`src/rtl/muldiv_sequencer.sv`:
```
// muldiv_sequencer: multi-cycle unsigned MULT/DIV unit with HI/LO result
// registers. One bit per cycle; shift-add multiply, restoring divide.
// The working accumulator {acc_hi, acc_lo} is shared by both ops:
//   MULT: acc_hi = partial product high, acc_lo = multiplier (shifted out)
//   DIV : acc_hi = remainder,            acc_lo = dividend -> quotient
module muldiv_sequencer #(
  parameter int DATA_WIDTH = 32,
  parameter int CNT_WIDTH  = 6
) (
  input  logic                  clk,
  input  logic                  rst_n,
  input  logic                  start_in,
  input  logic                  op_div_in,
  input  logic [DATA_WIDTH-1:0] data_a_in,
  input  logic [DATA_WIDTH-1:0] data_b_in,
  input  logic                  flush_in,
  output logic                  busy_out,
  output logic                  done_out,
  output logic                  error_out,
  output logic [DATA_WIDTH-1:0] lo_out,
  output logic [DATA_WIDTH-1:0] hi_out
);

  localparam int W = DATA_WIDTH;
  localparam logic [CNT_WIDTH-1:0] LAST = CNT_WIDTH'(DATA_WIDTH - 1);

  typedef enum logic [1:0] {S_IDLE, S_RUN, S_DONE} state_t;

  state_t               r_state, w_next;
  logic [CNT_WIDTH-1:0] r_cnt;
  logic                 r_op_div;
  logic [W-1:0]         r_b;
  logic [W-1:0]         r_acc_hi, r_acc_lo;
  logic [W-1:0]         r_hi, r_lo;
  logic                 r_busy, r_done, r_error;

  // A flush in the same cycle as a start cancels the start.
  logic w_start, w_div0;
  assign w_start = start_in && !flush_in;
  assign w_div0  = op_div_in && (data_b_in == '0);

  // Multiply step: conditional add with carry, then shift right by one.
  logic [W:0]   w_mul_sum;
  logic [W-1:0] w_mul_hi, w_mul_lo;
  assign w_mul_sum = {1'b0, r_acc_hi} + (r_acc_lo[0] ? {1'b0, r_b} : '0);
  assign w_mul_hi  = w_mul_sum[W:1];
  assign w_mul_lo  = {w_mul_sum[0], r_acc_lo[W-1:1]};

  // Restoring divide step: shift in next dividend bit, trial subtract.
  logic [W:0]   w_div_sh, w_div_diff;
  logic         w_div_ge;
  logic [W-1:0] w_div_hi, w_div_lo;
  assign w_div_sh   = {r_acc_hi, r_acc_lo[W-1]};
  assign w_div_diff = w_div_sh - {1'b0, r_b};
  assign w_div_ge   = (w_div_sh >= {1'b0, r_b});
  assign w_div_hi   = w_div_ge ? w_div_diff[W-1:0] : w_div_sh[W-1:0];
  assign w_div_lo   = {r_acc_lo[W-2:0], w_div_ge};

  logic [W-1:0] w_it_hi, w_it_lo;
  assign w_it_hi = r_op_div ? w_div_hi : w_mul_hi;
  assign w_it_lo = r_op_div ? w_div_lo : w_mul_lo;

  // Next-state logic.
  always_comb begin
    w_next = r_state;
    case (r_state)
      S_IDLE: if (w_start) w_next = w_div0 ? S_DONE : S_RUN;
      S_RUN: begin
        if (flush_in)          w_next = S_IDLE;
        else if (r_cnt == LAST) w_next = S_DONE;
      end
      S_DONE:  w_next = S_IDLE;
      default: w_next = S_IDLE;
    endcase
  end

  // State register.
  always_ff @(posedge clk) begin
    if (!rst_n) r_state <= S_IDLE;
    else        r_state <= w_next;
  end

  // Datapath, HI/LO commit and registered status flags.
  always_ff @(posedge clk) begin
    if (!rst_n) begin
      r_cnt    <= '0;
      r_op_div <= 1'b0;
      r_b      <= '0;
      r_acc_hi <= '0;
      r_acc_lo <= '0;
      r_hi     <= '0;
      r_lo     <= '0;
      r_busy   <= 1'b0;
      r_done   <= 1'b0;
      r_error  <= 1'b0;
    end else begin
      r_busy  <= (w_next == S_RUN);
      r_done  <= 1'b0;
      r_error <= 1'b0;
      case (r_state)
        S_IDLE: begin
          if (w_start) begin
            r_op_div <= op_div_in;
            r_b      <= data_b_in;
            r_acc_hi <= '0;
            r_acc_lo <= data_a_in;
            r_cnt    <= '0;
            if (w_div0) begin
              r_done  <= 1'b1;
              r_error <= 1'b1;
              r_lo    <= '1;
              r_hi    <= data_a_in;
            end
          end
        end
        S_RUN: begin
          // An aborted operation never reaches HI/LO.
          if (!flush_in) begin
            r_acc_hi <= w_it_hi;
            r_acc_lo <= w_it_lo;
            r_cnt    <= r_cnt + 1'b1;
            if (r_cnt == LAST) begin
              r_done <= 1'b1;
              r_hi   <= w_it_hi;
              r_lo   <= w_it_lo;
            end
          end
        end
        default: ;
      endcase
    end
  end

  assign busy_out  = r_busy;
  assign done_out  = r_done;
  assign error_out = r_error;
  assign lo_out    = r_lo;
  assign hi_out    = r_hi;

endmodule

```
`config.mk`:
```
export PLATFORM = sky130hd
export DESIGN_NAME = muldiv_sequencer
export DESIGN_NICKNAME = d
export VERILOG_FILES = /design/src/rtl/muldiv_sequencer.sv
export SDC_FILE = /design/constraint.sdc
export NUM_CORES = 1
export LEC_CHECK = 0
export ABC_AREA = 1
export ABC_CLOCK_PERIOD_IN_PS = 2500
export CORE_ASPECT_RATIO = 0.9
export CORE_MARGIN = 1.5
export CORE_UTILIZATION = 53
export CTS_BUF_LIST = sky130_fd_sc_hd__clkbuf_4
export DETAILED_ROUTE_END_ITERATION = 8
export PLACE_DENSITY = 0.79
export SETUP_SLACK_MARGIN = 0.2
export SLEW_MARGIN = 20
export SYNTH_ARGS = -nofsm -noshare
export SYNTH_HDL_FRONTEND = slang
export SYNTH_SLANG_ARGS = --single-unit
```
`constraint.sdc`:
```
create_clock -name clk -period 2.5 [get_ports clk]
set_input_delay 0.5 -clock clk [delete_from_list [all_inputs] [get_ports clk]]
set_output_delay 0.5 -clock clk [all_outputs]
set_load 0.02 [all_outputs]
```
==> results of run 1 <==
==> registers in the layout (all words and copies together) (netlist names) <==
name and flops:
r_b 32, hi_out 32, r_op_div 1, r_acc_lo 32
r_cnt 6, busy_out 1, r_acc_hi 32, lo_out 32
r_state 2, done_out 1, error_out 1
==> Yosys cell counts, types with 19 or more instances <==
| cell | n | area share |
|---|---|---|
| nand2_1 | 503 | 0.15 |
| inv_1 | 259 | 0.080 |
| a21oi_1 | 252 | 0.10 |
| o21ai_0 | 186 | 0.076 |
| dfxtp_1 | 172 | 0.28 |
| nor2_1 | 148 | 0.046 |
| nand3_1 | 124 | 0.051 |
| clkbuf_1 | 65 | 0.020 |
| ha_1 | 65 | 0.067 |
| nor3_1 | 22 | 0.0090 |
| a211oi_1 | 20 | 0.012 |
| xor2_1 | 19 | 0.014 |
==> how the worst max path moves through the flow <==
stage	cells past startpoint	to	slack [ps]	from
detailed placement	10	hi_out[19]	-560	data_b_in[20]
finish	15	r_acc_hi[27]	-70	r_acc_lo[0]
floorplan	15	r_acc_hi[19]	230	r_acc_lo[0]
global route	14	r_acc_hi[16]	-200	r_acc_lo[0]
CTS	17	r_acc_hi[24]	50	r_acc_lo[0]
global placement	10	hi_out[21]	-600	data_b_in[20]
==> worst min-delay path, delay by kind of cell <==
kind | cells | cell delay, ps
compound gates | 2 | 160
buf+inv | 1 | 220
==> logic make-up (layout without fill, tap and decap cells) <==
family / after synthesis / in the layout / share of synthesized area
AND/OR/NAND/NOR: 852 / 852 / 0.292
AO/OA/AOI/OAI: 499 / 499 / 0.220
buffers and inverters: 355 / 680 / 0.113
flip-flops: 172 / 172 / 0.282
adder cells (fa/ha/maj): 67 / 67 / 0.0699
XOR/XNOR: 32 / 32 / 0.0230
other: 0 / 1 / 0
==> layer usage <==
layer | up-vias | global-route usage | wire [um]
li1 | 7088 | - | -
met1 | 7144 | 0.571 | 21400
met2 | 916 | 0.652 | 22700
met3 | 161 | 0.0711 | 5000
met4 | 0 | 0.192 | 2470
met5 | - | 0 | 0
==> placed cells by master, fill, tap and decap left out, types with 19 or more instances in the layout <==
master,count
nand2_1,416
nand3_1,88
o21ai_0,168
a211oi_1,20
nand3_2,31
xor2_1,19
a21oi_1,202
nor2_2,23
dfxtp_2,35
ha_4,54
dfxtp_1,135
inv_2,34
clkdlybuf4s50_1,134
nor2_1,116
buf_4,225
inv_1,232
o21ai_1,21
a21oi_2,50
nand2_2,76
==> area by class of cell <==
type	count	area (um^2)	area share
clock inverters	15	166	0.00941
inverters	268	1020	0.0576
diodes	1	2.50	0.000141
clock buffers	17	128	0.00721
well taps	297	372	0.0210
repair buffers	380	3390	0.192
flip-flops and latches	172	3490	0.198
multi-input cells	1450	9120	0.516
==> power breakdown <==
group	switching, mW	total [mW]	leakage, nW	internal, mW
Combinational	2.15	3.67	6.20	1.52
Clock	1.30	1.77	0.157	0.470
Sequential	0.139	3.05	1.42	2.91
==> through the flow <==
stage | std cells | hold slack, ps | setup TNS, ps
6_report | 2600 | 271 | -383
5_1_grt | 2600 | 273 | -2510
4_1_cts | 2595 | 234 | 0
3_5_place_dp | 2549 | 473 | -30970
3_3_place_gp | 2549 | 464 | -31820
2_1_floorplan | 1977 | 450 | 0
==> timing repair <==
action                                  4_1_cts  5_1_grt
gates resized for setup                     303      139
endpoints found under the setup margin       76       75
gates cloned                                  1        1
setup buffers                                13        3
pin swaps                                    35       27
==> results_dict.tcl, run 1 <==
set metrics [dict create \
    outcome "complete, but fails checks" \
    violations "setup timing" \
    synthFlopType "dfxtp_1" \
    track_usage 0.421 \
    portBuffers 135 \
    fin_worst_skew_ps 42.7 \
    slowest_delay_ps 440 \
    min_from "rst_n" \
    worstSetupPathType "reg2reg" \
    placed_area_mm2 0.0154 \
    clkTransAtPathRegs_ps 200 \
    die_x_um 163 \
    clock-sinks 172 \
    clk_latency_ps 630 \
    fill_cells 1654 \
    dp_slack_ps -556 \
    slew_headroom 0.477 \
    setup_violations 13 \
    fp-row-count 52 \
    core_mm2 0.0226 \
    rsz0062_at_grt "true" \
    worstReg2RegEnd "r_acc_hi[27]" \
    holdPathEnd "lo_out[31]" \
    grt_overflow_total 0 \
    area_delta_synth_final_pct 44.9 \
    h-tree-depth 4 \
    grt_pass1_wl_mm 77.8 \
    tritoncts.num_buffers 17 \
    final_util 0.784 \
    drive_above_1_share 0.291 \
    cp-end-kind "register" \
    drtPass1Iterations 8 \
    drc 0 \
    finalCritPeriodShare 1.03 \
    path_delay_family "compound AO/OA/AOI/OAI gates" \
    path_buf_inv 3 \
    worst_pin_slew_ps 784 \
    hp-class "in2reg" \
    stdcell_area_mm2 0.0177 \
    avgSynthCellArea_um2 6.17 \
    cts_buffer_depth 2 \
    fin_crit_ps 2570 \
    total_power_mw 8.49 \
    cap_violations 0 \
    crit_arrival_ps 3120 \
    slew_violations 0 \
    holdPathStages 3 \
    slowest_stage "dfxtp_4" \
    ys_seq_area_frac 0.282 \
    antenna_found_initial 2 \
    drt-total-wl_mm 51.6 \
    dieHeight_um 147 \
    path_cells "clkbuf_16, nand2_1, inv_1, ha_4, a21oi_2, inv_1, nor2_2, o21ai_0, a21oi_2, nand2_1, nand2_1, nand3_1, nand2_2, nand3_1, a21oi_2" \
    total_leakage_power_nw 7.77 \
    syn-cell-area_mm2 0.0122 \
    grt_max_degree 99 \
    worst_setup_path_start_kind "register" \
    final_nets 2425 \
    yosys.cell_types.count 43 \
    root_buffer "clkbuf_4" \
    fp.dieArea_mm2 0.0240 \
    synth-seq-cells 172 \
    synth_warnings 0 \
    start_util 0.541 \
    layout_setup_ws_ps -66.7 \
    vias 15300 \
    critical_path_required_ps 3050 \
    grt_pass1_vias 14400 \
    hpwl_mm 37.4 \
    io_pins 136 \
    drtAntennaViolNets 0 \
    synth_edf_count 0 \
    regToRegSetupSlack_ps -70 \
    wl_per_cell_um 19.9 \
    cts_tree "built" \
    worst-path-max-fanout 11 \
    drt_iter0_drc 1845 \
    synthArstFlopShare 0 \
    ctsHoldBuffers 0 \
    hold_violations 0 \
    netlist_instances 1977 \
    irDropWorstVdd_mv 0.362 \
    power_density_mw_per_mm2 480 \
    r2r-start "r_acc_lo[0]" \
    synth_nets 2113 \
    viasPerCell 5.89 \
    routabilityCongestion 1.07 \
    reg2reg_depth 15 \
    fmax_mhz 390 \
]
Note: power is estimated with default switching activity, not from simulation.
==> inputs of run 2 (changes only) <==
--- a/config.mk
+++ b/config.mk
@@ -7,6 +7,7 @@
 export LEC_CHECK = 0
 export ABC_AREA = 1
 export ABC_CLOCK_PERIOD_IN_PS = 2500
+export CAP_MARGIN = 20
 export CORE_ASPECT_RATIO = 0.9
 export CORE_MARGIN = 1.5
 export CORE_UTILIZATION = 53
@@ -14,7 +15,6 @@
 export DETAILED_ROUTE_END_ITERATION = 8
 export PLACE_DENSITY = 0.79
 export SETUP_SLACK_MARGIN = 0.2
-export SLEW_MARGIN = 20
 export SYNTH_ARGS = -nofsm -noshare
 export SYNTH_HDL_FRONTEND = slang
 export SYNTH_SLANG_ARGS = --single-unit
==> results of run 2 <==
The final DEF is identical to that of run 1; final timing and power are the same.
==> inputs of run 3 (changes only) <==
--- a/config.mk
+++ b/config.mk
@@ -14,6 +14,7 @@
 export CTS_BUF_LIST = sky130_fd_sc_hd__clkbuf_4
 export DETAILED_ROUTE_END_ITERATION = 8
 export PLACE_DENSITY = 0.79
+export RECOVER_POWER = 25
 export SETUP_SLACK_MARGIN = 0.2
 export SYNTH_ARGS = -nofsm -noshare
 export SYNTH_HDL_FRONTEND = slang
==> results_dict.tcl, run 3 (same netlist as run 1, synthesis figures left out) <==
set metrics [dict create \
    die_x_um 163 \
    stdcell_area_mm2 0.0176 \
    clk_latency_ps 630 \
    p_int_mw 4.89 \
    viasPerCell 5.89 \
    slew_headroom 0.259 \
    total_leakage_power_nw 7.75 \
    finalCritPeriodShare 1.03 \
    rsz0062_at_grt "true" \
    dieHeight_um 147 \
    irDropWorstVdd_mv 0.365 \
    r2r-start "r_acc_lo[0]" \
    cts_buffer_depth 2 \
    swShare 0.423 \
    tns_ps -267 \
    wl_per_cell_um 19.9 \
    fp-row-count 52 \
    cap_violations 0 \
    grt_pass1_vias 14400 \
    power_density_mw_per_mm2 481 \
    worstSetupPathType "reg2reg" \
    drt-total-wl_mm 51.8 \
    h-tree-depth 4 \
    portBuffers 135 \
    core_mm2 0.0226 \
    hold_violations 0 \
    slowest_delay_ps 440 \
    vias 15300 \
    drive_above_1_share 0.287 \
    critical_path_required_ps 3040 \
    layout_setup_ws_ps -66.7 \
    violations "setup timing" \
    drt_iter0_drc 1880 \
    fill_cells 1665 \
    min_from "rst_n" \
    ctsHoldBuffers 0 \
    hpwl_mm 37.4 \
    slowest_stage "dfxtp_4" \
    stdcell_count 2600 \
    tritoncts.num_buffers 17 \
    seqCellArea_mm2 0.00349 \
    combPwrFrac 0.432 \
    placed_area_mm2 0.0154 \
    routabilityCongestion 1.07 \
    drtAntennaViolNets 0 \
    fmax_mhz 390 \
    crit_arrival_ps 3110 \
    cts_tree "built" \
    root_buffer "clkbuf_4" \
    setup_violations 12 \
    power.clock.fraction 0.209 \
    layout_commonest_cell "nand2_1" \
    final_nets 2425 \
    grt_overflow_total 0 \
    worst_pin_slew_ps 1110 \
    clkTransAtPathRegs_ps 200 \
    fp.dieArea_mm2 0.0240 \
    multi_input_area_mm2 0.00910 \
    area_delta_synth_final_pct 44.5 \
    p_sw_mw 3.58 \
    layout_common_cells "416 x nand2_1, 234 x inv_1, 218 x buf_4" \
    cp-end-kind "register" \
    start_util 0.541 \
    fin_worst_skew_ps 41.7 \
    io_pins 136 \
    worst_setup_path_start_kind "register" \
    track_usage 0.421 \
    grt_max_degree 99 \
    drtPass1Iterations 6 \
    dp.cells 2549 \
    path_cells "clkbuf_16, nand2_1, inv_1, ha_4, a21oi_2, inv_1, nor2_2, o21ai_0, a21oi_2, nand2_1, nand2_1, nand3_1, nand2_2, nand3_1, a21oi_2" \
    hp-class "in2reg" \
    dp_slack_ps -556 \
    crit_path_start "r_acc_lo[0]" \
    clock-sinks 172 \
    total_power_mw 8.48 \
    worst-path-max-fanout 11 \
    fin_crit_ps 2570 \
    outcome "complete, but fails checks" \
    antenna_found_initial 2 \
    slew_violations 0 \
    pwr-share-seq 0.360 \
    drc 0 \
    grt_pass1_wl_mm 77.8 \
]
==> run 3: area by class of cell <==
class,count,area share
diodes,1,0.000142
inverters,268,0.0578
multi-input cells,1450,0.516
clock inverters,15,0.00944
well taps,297,0.0211
clock buffers,17,0.00724
flip-flops and latches,172,0.198
repair buffers,380,0.190
==> run 3: power groups by stage <==
stage	Combinational [mW]	Sequential, mW	Clock (mW)
after CTS	3.42	3.03	1.76
after global routing	3.91	3.06	1.85
after detailed placement	3.02	3.07	0
after floorplan	1.65	3.08	0
final	3.66	3.05	1.77
after global placement	2.99	3.06	0
==> run 3: what timing repair did <==
item | 4_1_cts | 5_1_grt
pin swaps | 35 | 27
setup endpoints to repair | 76 | 75
buffers inserted | 13 | 3
cloned | 1 | 1
resized for setup | 303 | 139
==> run 3: worst max-delay path, delay by kind of cell (launching register included) <==
family	cells	cell delay, ps
compound gates	4	750
fa+ha+maj	1	220
buf+inv	3	350
flops	1	440
simple gates	7	720
==> run 3: layer usage <==
| layer | vias to the layer above | routed length, um | track usage | share of wire |
|---|---|---|---|---|
| li1 | 7090 | - | - | - |
| met1 | 7132 | 21300 | 0.571 | 0.41 |
| met2 | 926 | 22800 | 0.652 | 0.44 |
| met3 | 167 | 5120 | 0.0711 | 0.099 |
| met4 | 0 | 2530 | 0.192 | 0.049 |
| met5 | - | 0 | 0 | 0 |
==> run 3: final timing paths <==
path | to | slack, ps | depth (start not counted)
setup / recovery | r_acc_hi[27] | -70 | 15
hold / removal | lo_out[31] | 270 | 3
setup reg to reg | r_acc_hi[27] | -70 | 15
hold reg to reg | r_acc_lo[28] | 500 | 2
==> run 3: through the flow <==
| stage | utilization | hold slack (ps) |
|---|---|---|
| floorplan | - | 450 |
| global placement | 0.682 | 464 |
| detailed placement | 0.682 | 473 |
| CTS | 0.758 | 234 |
| global route | 0.781 | 273 |
| finish | 0.781 | 270 |
